<file path="config.mk">
export PLATFORM = sky130hd
export DESIGN_NAME = dmem_arbiter_flat
export DESIGN_NICKNAME = d
export VERILOG_FILES = /design/src/rtl/dmem_pkg.sv /design/src/rtl/dmem_arbiter_if.sv /design/src/rtl/dmem_arb_pick.sv /design/src/rtl/dmem_arbiter.sv /design/src/flat_wrapper.sv
export SDC_FILE = /design/constraint.sdc
export NUM_CORES = 1
export LEC_CHECK = 0
export CAP_MARGIN = 20
export CORE_AREA = 2 2 136 138
export CTS_CLUSTER_DIAMETER = 60
export DETAILED_ROUTE_END_ITERATION = 10
export DIE_AREA = 0 0 138 140
export PLACE_DENSITY = 0.64
export RECOVER_POWER = 100
export SYNTH_ARGS = -nofsm -noshare
export SYNTH_HDL_FRONTEND = slang
export SYNTH_SLANG_ARGS = --single-unit
</file>
<file path="constraint.sdc">
create_clock -name clk_i -period 9.8 [get_ports clk_i]
set_input_delay 1.47 -clock clk_i [delete_from_list [all_inputs] [get_ports clk_i]]
set_output_delay 1.47 -clock clk_i [all_outputs]
set_load 0.1 [all_outputs]
</file>
<file path="src/rtl/dmem_pkg.sv">
// Shared types and constants for the data-memory arbiter.
// State encoding, master ids, default depth and command bundle.
package dmem_pkg;

  localparam logic [1:0] ST_IDLE   = 2'd0;
  localparam logic [1:0] ST_ACCESS = 2'd1;
  localparam logic [1:0] ST_ACK    = 2'd2;

  localparam logic M_CPU = 1'b0;
  localparam logic M_LDR = 1'b1;

  localparam int unsigned DMEM_DEPTH = 32;

  typedef struct packed {
    logic        we;
    logic [31:0] addr;
    logic [31:0] wdata;
    logic        id;
  } dmem_cmd_t;

endpackage

</file>
<file path="src/rtl/dmem_arbiter_if.sv">
// Request/ack bundle for the two data-memory masters.
// master: requester side; slave: arbiter side.
interface dmem_arbiter_if;

  logic        m0_req_i;
  logic        m0_we_i;
  logic [31:0] m0_addr_i;
  logic [31:0] m0_wdata_i;
  logic        m0_ack_o;
  logic        m0_err_o;
  logic [31:0] m0_rdata_o;

  logic        m1_req_i;
  logic        m1_we_i;
  logic [31:0] m1_addr_i;
  logic [31:0] m1_wdata_i;
  logic        m1_ack_o;
  logic        m1_err_o;
  logic [31:0] m1_rdata_o;

  modport master (
    output m0_req_i, m0_we_i, m0_addr_i, m0_wdata_i,
    output m1_req_i, m1_we_i, m1_addr_i, m1_wdata_i,
    input  m0_ack_o, m0_err_o, m0_rdata_o,
    input  m1_ack_o, m1_err_o, m1_rdata_o
  );

  modport slave (
    input  m0_req_i, m0_we_i, m0_addr_i, m0_wdata_i,
    input  m1_req_i, m1_we_i, m1_addr_i, m1_wdata_i,
    output m0_ack_o, m0_err_o, m0_rdata_o,
    output m1_ack_o, m1_err_o, m1_rdata_o
  );

endinterface

</file>
<file path="src/rtl/dmem_arb_pick.sv">
// Combinational winner select between the two requesters.
// Ties: round-robin on last_grant with DMEM_ARB_RR_EN, else m0.
module dmem_arb_pick
  import dmem_pkg::*;
(
  input  logic req0,
  input  logic req1,
`ifdef DMEM_ARB_RR_EN
  input  logic last_grant,
`endif
  output logic grant_valid,
  output logic grant_id
);

  logic tie_id;

`ifdef DMEM_ARB_RR_EN
  assign tie_id = ~last_grant;
`else
  assign tie_id = M_CPU;
`endif

  always_comb begin
    grant_valid = req0 | req1;
    grant_id    = M_CPU;
    unique case (1'b1)
      (req0 & req1):  grant_id = tie_id;
      (req0 & ~req1): grant_id = M_CPU;
      (~req0 & req1): grant_id = M_LDR;
      default:        grant_id = M_CPU;
    endcase
  end

endmodule

</file>
<file path="src/rtl/dmem_arbiter.sv">
// Two-master arbiter/sequencer for the single-port data memory.
// Ports: clk_i, rst_i, bus (slave), mem strobes/addr/data, busy_o.
// Build option DMEM_ARB_RR_EN selects round-robin tie breaking.
module dmem_arbiter
  import dmem_pkg::*;
#(
  parameter int unsigned DEPTH = DMEM_DEPTH
)(
  input  logic           clk_i,
  input  logic           rst_i,
  dmem_arbiter_if.slave  bus,
  output logic           memread_o,
  output logic           memwrite_o,
  output logic [31:0]    memaddr_o,
  output logic [31:0]    writedata_o,
  input  logic [31:0]    memdata_i,
  output logic           busy_o
);

  logic [1:0]  state;
  logic [1:0]  state_nxt;
  dmem_cmd_t   cmd;
  logic [31:0] rdata_q;
  logic        err_q;
  logic        grant_valid;
  logic        grant_id;
  logic        in_range;
  logic        ack0;
  logic        ack1;

`ifdef DMEM_ARB_RR_EN
  logic        last_grant;
`endif

  dmem_arb_pick u_pick (
    .req0        (bus.m0_req_i),
    .req1        (bus.m1_req_i),
`ifdef DMEM_ARB_RR_EN
    .last_grant  (last_grant),
`endif
    .grant_valid (grant_valid),
    .grant_id    (grant_id)
  );

  assign in_range    = cmd.addr < 32'(DEPTH);
  assign memaddr_o   = cmd.addr;
  assign writedata_o = cmd.wdata;

  always_ff @(posedge clk_i or posedge rst_i) begin
    if (rst_i) state <= ST_IDLE;
    else       state <= state_nxt;
  end

  always_comb begin
    state_nxt = state;
    unique case (state)
      ST_IDLE:   if (grant_valid) state_nxt = ST_ACCESS;
      ST_ACCESS: state_nxt = ST_ACK;
      ST_ACK:    state_nxt = ST_IDLE;
      default:   state_nxt = ST_IDLE;
    endcase
  end

  always_comb begin
    memread_o      = 1'b0;
    memwrite_o     = 1'b0;
    if (state == ST_ACCESS && in_range) begin
      memread_o  = ~cmd.we;
      memwrite_o = cmd.we;
    end
    ack0           = (state == ST_ACK) && (cmd.id == M_CPU);
    ack1           = (state == ST_ACK) && (cmd.id == M_LDR);
    bus.m0_ack_o   = ack0;
    bus.m0_err_o   = ack0 & err_q;
    bus.m0_rdata_o = ack0 ? rdata_q : '0;
    bus.m1_ack_o   = ack1;
    bus.m1_err_o   = ack1 & err_q;
    bus.m1_rdata_o = ack1 ? rdata_q : '0;
    busy_o         = state != ST_IDLE;
  end

  always_ff @(posedge clk_i or posedge rst_i) begin
    if (rst_i) begin
      cmd        <= '0;
      rdata_q    <= '0;
      err_q      <= 1'b0;
`ifdef DMEM_ARB_RR_EN
      last_grant <= M_LDR;
`endif
    end else if (state == ST_IDLE && grant_valid) begin
      cmd.id     <= grant_id;
      if (grant_id == M_LDR) begin
        cmd.we    <= bus.m1_we_i;
        cmd.addr  <= bus.m1_addr_i;
        cmd.wdata <= bus.m1_wdata_i;
      end else begin
        cmd.we    <= bus.m0_we_i;
        cmd.addr  <= bus.m0_addr_i;
        cmd.wdata <= bus.m0_wdata_i;
      end
`ifdef DMEM_ARB_RR_EN
      last_grant <= grant_id;
`endif
    end else if (state == ST_ACCESS) begin
      // Writes leave rdata_q alone; only reads and faults touch it.
      if (in_range) begin
        err_q <= 1'b0;
        if (!cmd.we) rdata_q <= memdata_i;
      end else begin
        err_q   <= 1'b1;
        rdata_q <= '0;
      end
    end
  end

endmodule
</file>
<file path="src/flat_wrapper.sv">
// flat-port wrapper written by rule: the top's interface ports become plain ports
module dmem_arbiter_flat import dmem_pkg::*;
#(
  parameter int unsigned DEPTH = DMEM_DEPTH
)
  (clk_i, rst_i, memread_o, memwrite_o, memaddr_o, writedata_o, memdata_i, busy_o, bus_m0_req_i, bus_m0_we_i, bus_m0_addr_i, bus_m0_wdata_i, bus_m1_req_i, bus_m1_we_i, bus_m1_addr_i, bus_m1_wdata_i, bus_m0_ack_o, bus_m0_err_o, bus_m0_rdata_o, bus_m1_ack_o, bus_m1_err_o, bus_m1_rdata_o);
  dmem_arbiter_if bus_i ();
  input  logic clk_i;
  input  logic rst_i;
  output logic memread_o;
  output logic memwrite_o;
  output logic [31:0] memaddr_o;
  output logic [31:0] writedata_o;
  input  logic [31:0] memdata_i;
  output logic busy_o;
  input wire logic [$bits(bus_i.m0_req_i)-1:0] bus_m0_req_i;
  input wire logic [$bits(bus_i.m0_we_i)-1:0] bus_m0_we_i;
  input wire logic [$bits(bus_i.m0_addr_i)-1:0] bus_m0_addr_i;
  input wire logic [$bits(bus_i.m0_wdata_i)-1:0] bus_m0_wdata_i;
  input wire logic [$bits(bus_i.m1_req_i)-1:0] bus_m1_req_i;
  input wire logic [$bits(bus_i.m1_we_i)-1:0] bus_m1_we_i;
  input wire logic [$bits(bus_i.m1_addr_i)-1:0] bus_m1_addr_i;
  input wire logic [$bits(bus_i.m1_wdata_i)-1:0] bus_m1_wdata_i;
  output wire logic [$bits(bus_i.m0_ack_o)-1:0] bus_m0_ack_o;
  output wire logic [$bits(bus_i.m0_err_o)-1:0] bus_m0_err_o;
  output wire logic [$bits(bus_i.m0_rdata_o)-1:0] bus_m0_rdata_o;
  output wire logic [$bits(bus_i.m1_ack_o)-1:0] bus_m1_ack_o;
  output wire logic [$bits(bus_i.m1_err_o)-1:0] bus_m1_err_o;
  output wire logic [$bits(bus_i.m1_rdata_o)-1:0] bus_m1_rdata_o;
  assign bus_i.m0_req_i = bus_m0_req_i;
  assign bus_i.m0_we_i = bus_m0_we_i;
  assign bus_i.m0_addr_i = bus_m0_addr_i;
  assign bus_i.m0_wdata_i = bus_m0_wdata_i;
  assign bus_i.m1_req_i = bus_m1_req_i;
  assign bus_i.m1_we_i = bus_m1_we_i;
  assign bus_i.m1_addr_i = bus_m1_addr_i;
  assign bus_i.m1_wdata_i = bus_m1_wdata_i;
  assign bus_m0_ack_o = bus_i.m0_ack_o;
  assign bus_m0_err_o = bus_i.m0_err_o;
  assign bus_m0_rdata_o = bus_i.m0_rdata_o;
  assign bus_m1_ack_o = bus_i.m1_ack_o;
  assign bus_m1_err_o = bus_i.m1_err_o;
  assign bus_m1_rdata_o = bus_i.m1_rdata_o;
  dmem_arbiter #(.DEPTH(DEPTH)) u_core (.clk_i(clk_i), .rst_i(rst_i), .bus(bus_i), .memread_o(memread_o), .memwrite_o(memwrite_o), .memaddr_o(memaddr_o), .writedata_o(writedata_o), .memdata_i(memdata_i), .busy_o(busy_o));
endmodule
</file>
==> run metrics <==
status complete, but fails checks; failing checks max-capacitance violations, max-slew violations; DR DRC count 0; simple-gate share of the synthesized area 15.7%; Pwr Density 320 nW/um^2; Critical Path RT 10.04 ns; CP peak stage delay 3.13 ns; area leader, netlist dfrtp_1; Die Y 140 um; clk root buf clkbuf_16; clk sinks 101; drt pass-1 iters 4; fin cells 977; clock buffer depth 2; Synth Area in XOR/XNOR 0%; critical path, cell by cell dlygate4sd3_1 > nor2b_1 > clkbuf_1 > mux2i_1 > o21ai_0; Leakage 3.75 nW; Core Util, Final 46.7%; FP Rows 49; worst-path maximum fanout 65; clk slew on worst S/H paths 0.07 ns; first-pass GRT wire length 23200 um; Mapped Nets 688; worst setup slack after layout 3.63 ns; final net count 909; placed cell areas 8030 sq um; clock buffer count from CTS 9; Crit path buffers/inverters 2; DR iter-0 viols 135; Placer Congestion 0.788; final setup violation count 0; worst relative slew slack -200%; total global routing overflow 0; port bufs 300; multiplexer share of the synthesized area 12.3%; Netlist cell types 25; DP Cell Count 960; largest net degree at the start of global routing 80; total core area 17800 sq um; commonest non-fill, non-tap cell in the layout clkdlybuf4s50_1; DRT antenna net count 0; CP arrival 6.42 ns; max-cap violation count 4; dpl hpwl 11800 um; Initial Utilization 29.7%; synthesis-to-finish area growth 57.0%; most frequent cells in the layout 163 x clkdlybuf4s50_1, 137 x dlygate4sd3_1, 101 x dfrtp_1, 68 x and2_1, 66 x nand2_1; period utilization 63.0%; Max Transition Viols Final 250; Critical Path End Type flip-flop; largest family of logic cells by synthesized area simple AND/OR/NAND/NOR gates; setup TNS 0 ns; CP max-delay cell clkbuf_1; register area share after synthesis 47.8%; CTS Hold Bufs 0; max frequency 162 MHz; top cell family by delay on the critical path buffers and inverters; pre-CTS setup slack 5.66 ns; Yosys warning count 0; CTS H-tree lvls 3; die area 19300 sq um; Synth Area per Inst 10.1 sq um; initial antenna violation count 0; Post-Syn Area 5290 sq um; Synth area leaders dfrtp_1 48%, mux2i_1 12%, buf_4 9.5%, and2_1 8.0%, o21ai_0 6.2%; vias in the first global route 4315; layout cell share with drive strength beyond 1 3.48%; critical setup path kind in -> reg; cells after synthesis 522; Synth top area share 47.8%; via count 4361; endpoints failing hold 0; cts repair resizes 0; Final Skew 0.0130 ns; post-route minimum period 6.17 ns; post-synthesis register bit count 101; post-synthesis adder-cell area fraction 0%; Finished Cell Area 8300 sq um; final WL 14900 um; Antenna Diode Count 0; Critical Path Start Type input pin; RSZ-0062 raised after global routing false; fraction of the mapped netlist area in compound gates 12.0%; WL/cell 15.2 um; # fillers 1630; VDD IR max 224 uV; All-Layer GR Usage 15.1%; Worst-Margin Slew 4.50 ns; Hold Path Class reg -> reg; Horiz. Die Dim 138 um; CTS tree yes; worst skew pair latency 0.34 ns; vias per inst 4.46; post-CTS setup buffers 0; Top-Level Pins 301
worst register-to-register path, cell delays in order (launching register included):
cell,delay (ns)
dfrtp_1,0.39
nor2_1,0.13
o21ai_4,0.12
clkbuf_1,1.94
o21ai_0,0.40
flip-flops by register name, indices dropped and copies added (netlist names):
signal / cells
u_core.writedata_o: 32
u_core.state: 2
u_core.rdata_q: 32
u_core.err_q: 1
u_core.memaddr_o: 32
u_core.cmd: 2
routing by layer:
| layer | up-vias | track usage (%) | share of wire [%] |
|---|---|---|---|
| li1 | 2160 | - | - |
| met2 | 193 | 26.4 | 50 |
| met1 | 1997 | 18.1 | 42 |
| met4 | 0 | 4.83 | 1.2 |
| met5 | - | 0 | 0 |
| met3 | 11 | 4.03 | 7.4 |
power breakdown:
| group | internal [mW] | total, mW | switching, mW | leakage [nW] |
|---|---|---|---|---|
| Combinational | 0.341 | 1.66 | 1.32 | 2.32 |
| Sequential | 0.558 | 0.655 | 0.0967 | 1.29 |
| Clock | 0.188 | 0.343 | 0.156 | 0.140 |
final timing paths:
kind                                                          from                                  to  slack, ns  cells past startpoint
worst max-delay path                                  bus_m1_req_i          u_core.cmd[65]$_DFFE_PP0P_       3.63                      5
worst min-delay path            u_core.writedata_o[10]$_DFFE_PP0P_  u_core.writedata_o[10]$_DFFE_PP0P_       0.47                      2
worst max register to register         u_core.state[0]$_DFFE_PP0P_    u_core.memaddr_o[22]$_DFFE_PP0P_       6.59                      4
worst min register to register  u_core.writedata_o[10]$_DFFE_PP0P_  u_core.writedata_o[10]$_DFFE_PP0P_       0.47                      2
max in group asynchronous                                    rst_i    u_core.memaddr_o[18]$_DFFE_PP0P_       4.18                      3
min in group asynchronous                                    rst_i   u_core.writedata_o[4]$_DFFE_PP0P_       2.10                      2
cell type report:
cell class	instances	area [sq um]	share of cell area, %
Clock inverter	4	30.0	0.362
Clock buffer	12	256	3.09
Inverter	5	20.0	0.241
Sequential cell	101	2530	30.4
Timing Repair Buffer	307	3050	36.8
Multi-Input combinational cell	319	2130	25.6
Tap cell	229	287	3.45
synthesized netlist by cell type:
cell type  count
dfrtp_1      101
and2_1        68
buf_4         67
nand2_1       66
o21ai_0       66
mux2i_1       65
a22o_1        32
clkbuf_1      20
buf_2          9
inv_1          5
nor4_2         4
nor2_1         3
a21oi_1        2
nor3_1         2
nor4_1         2
and3b_1        1
buf_1          1
nand2b_1       1
nand3_1        1
nand4_2        1
nor2b_1        1
nor3b_1        1
nor4_4         1
o31ai_2        1
or4_1          1
stage by stage:
step                      total power [mW]  hold slack [ns]
after floorplan                       2.12            0.451
after global placement                2.36            0.461
after detailed placement              2.38            0.469
after CTS                             2.73            0.485
after global routing                  2.77            0.500
final                                 2.65            0.473
cell families (layout without fill, tap and decap cells):
family                 after synthesis  in the layout
buffers and inverters              102            328
AO/OA/AOI/OAI                      101            101
multiplexers                        65             65
flip-flops                         101            101
AND/OR/NAND/NOR                    153            153
Note: power is estimated with default switching activity, not from simulation.
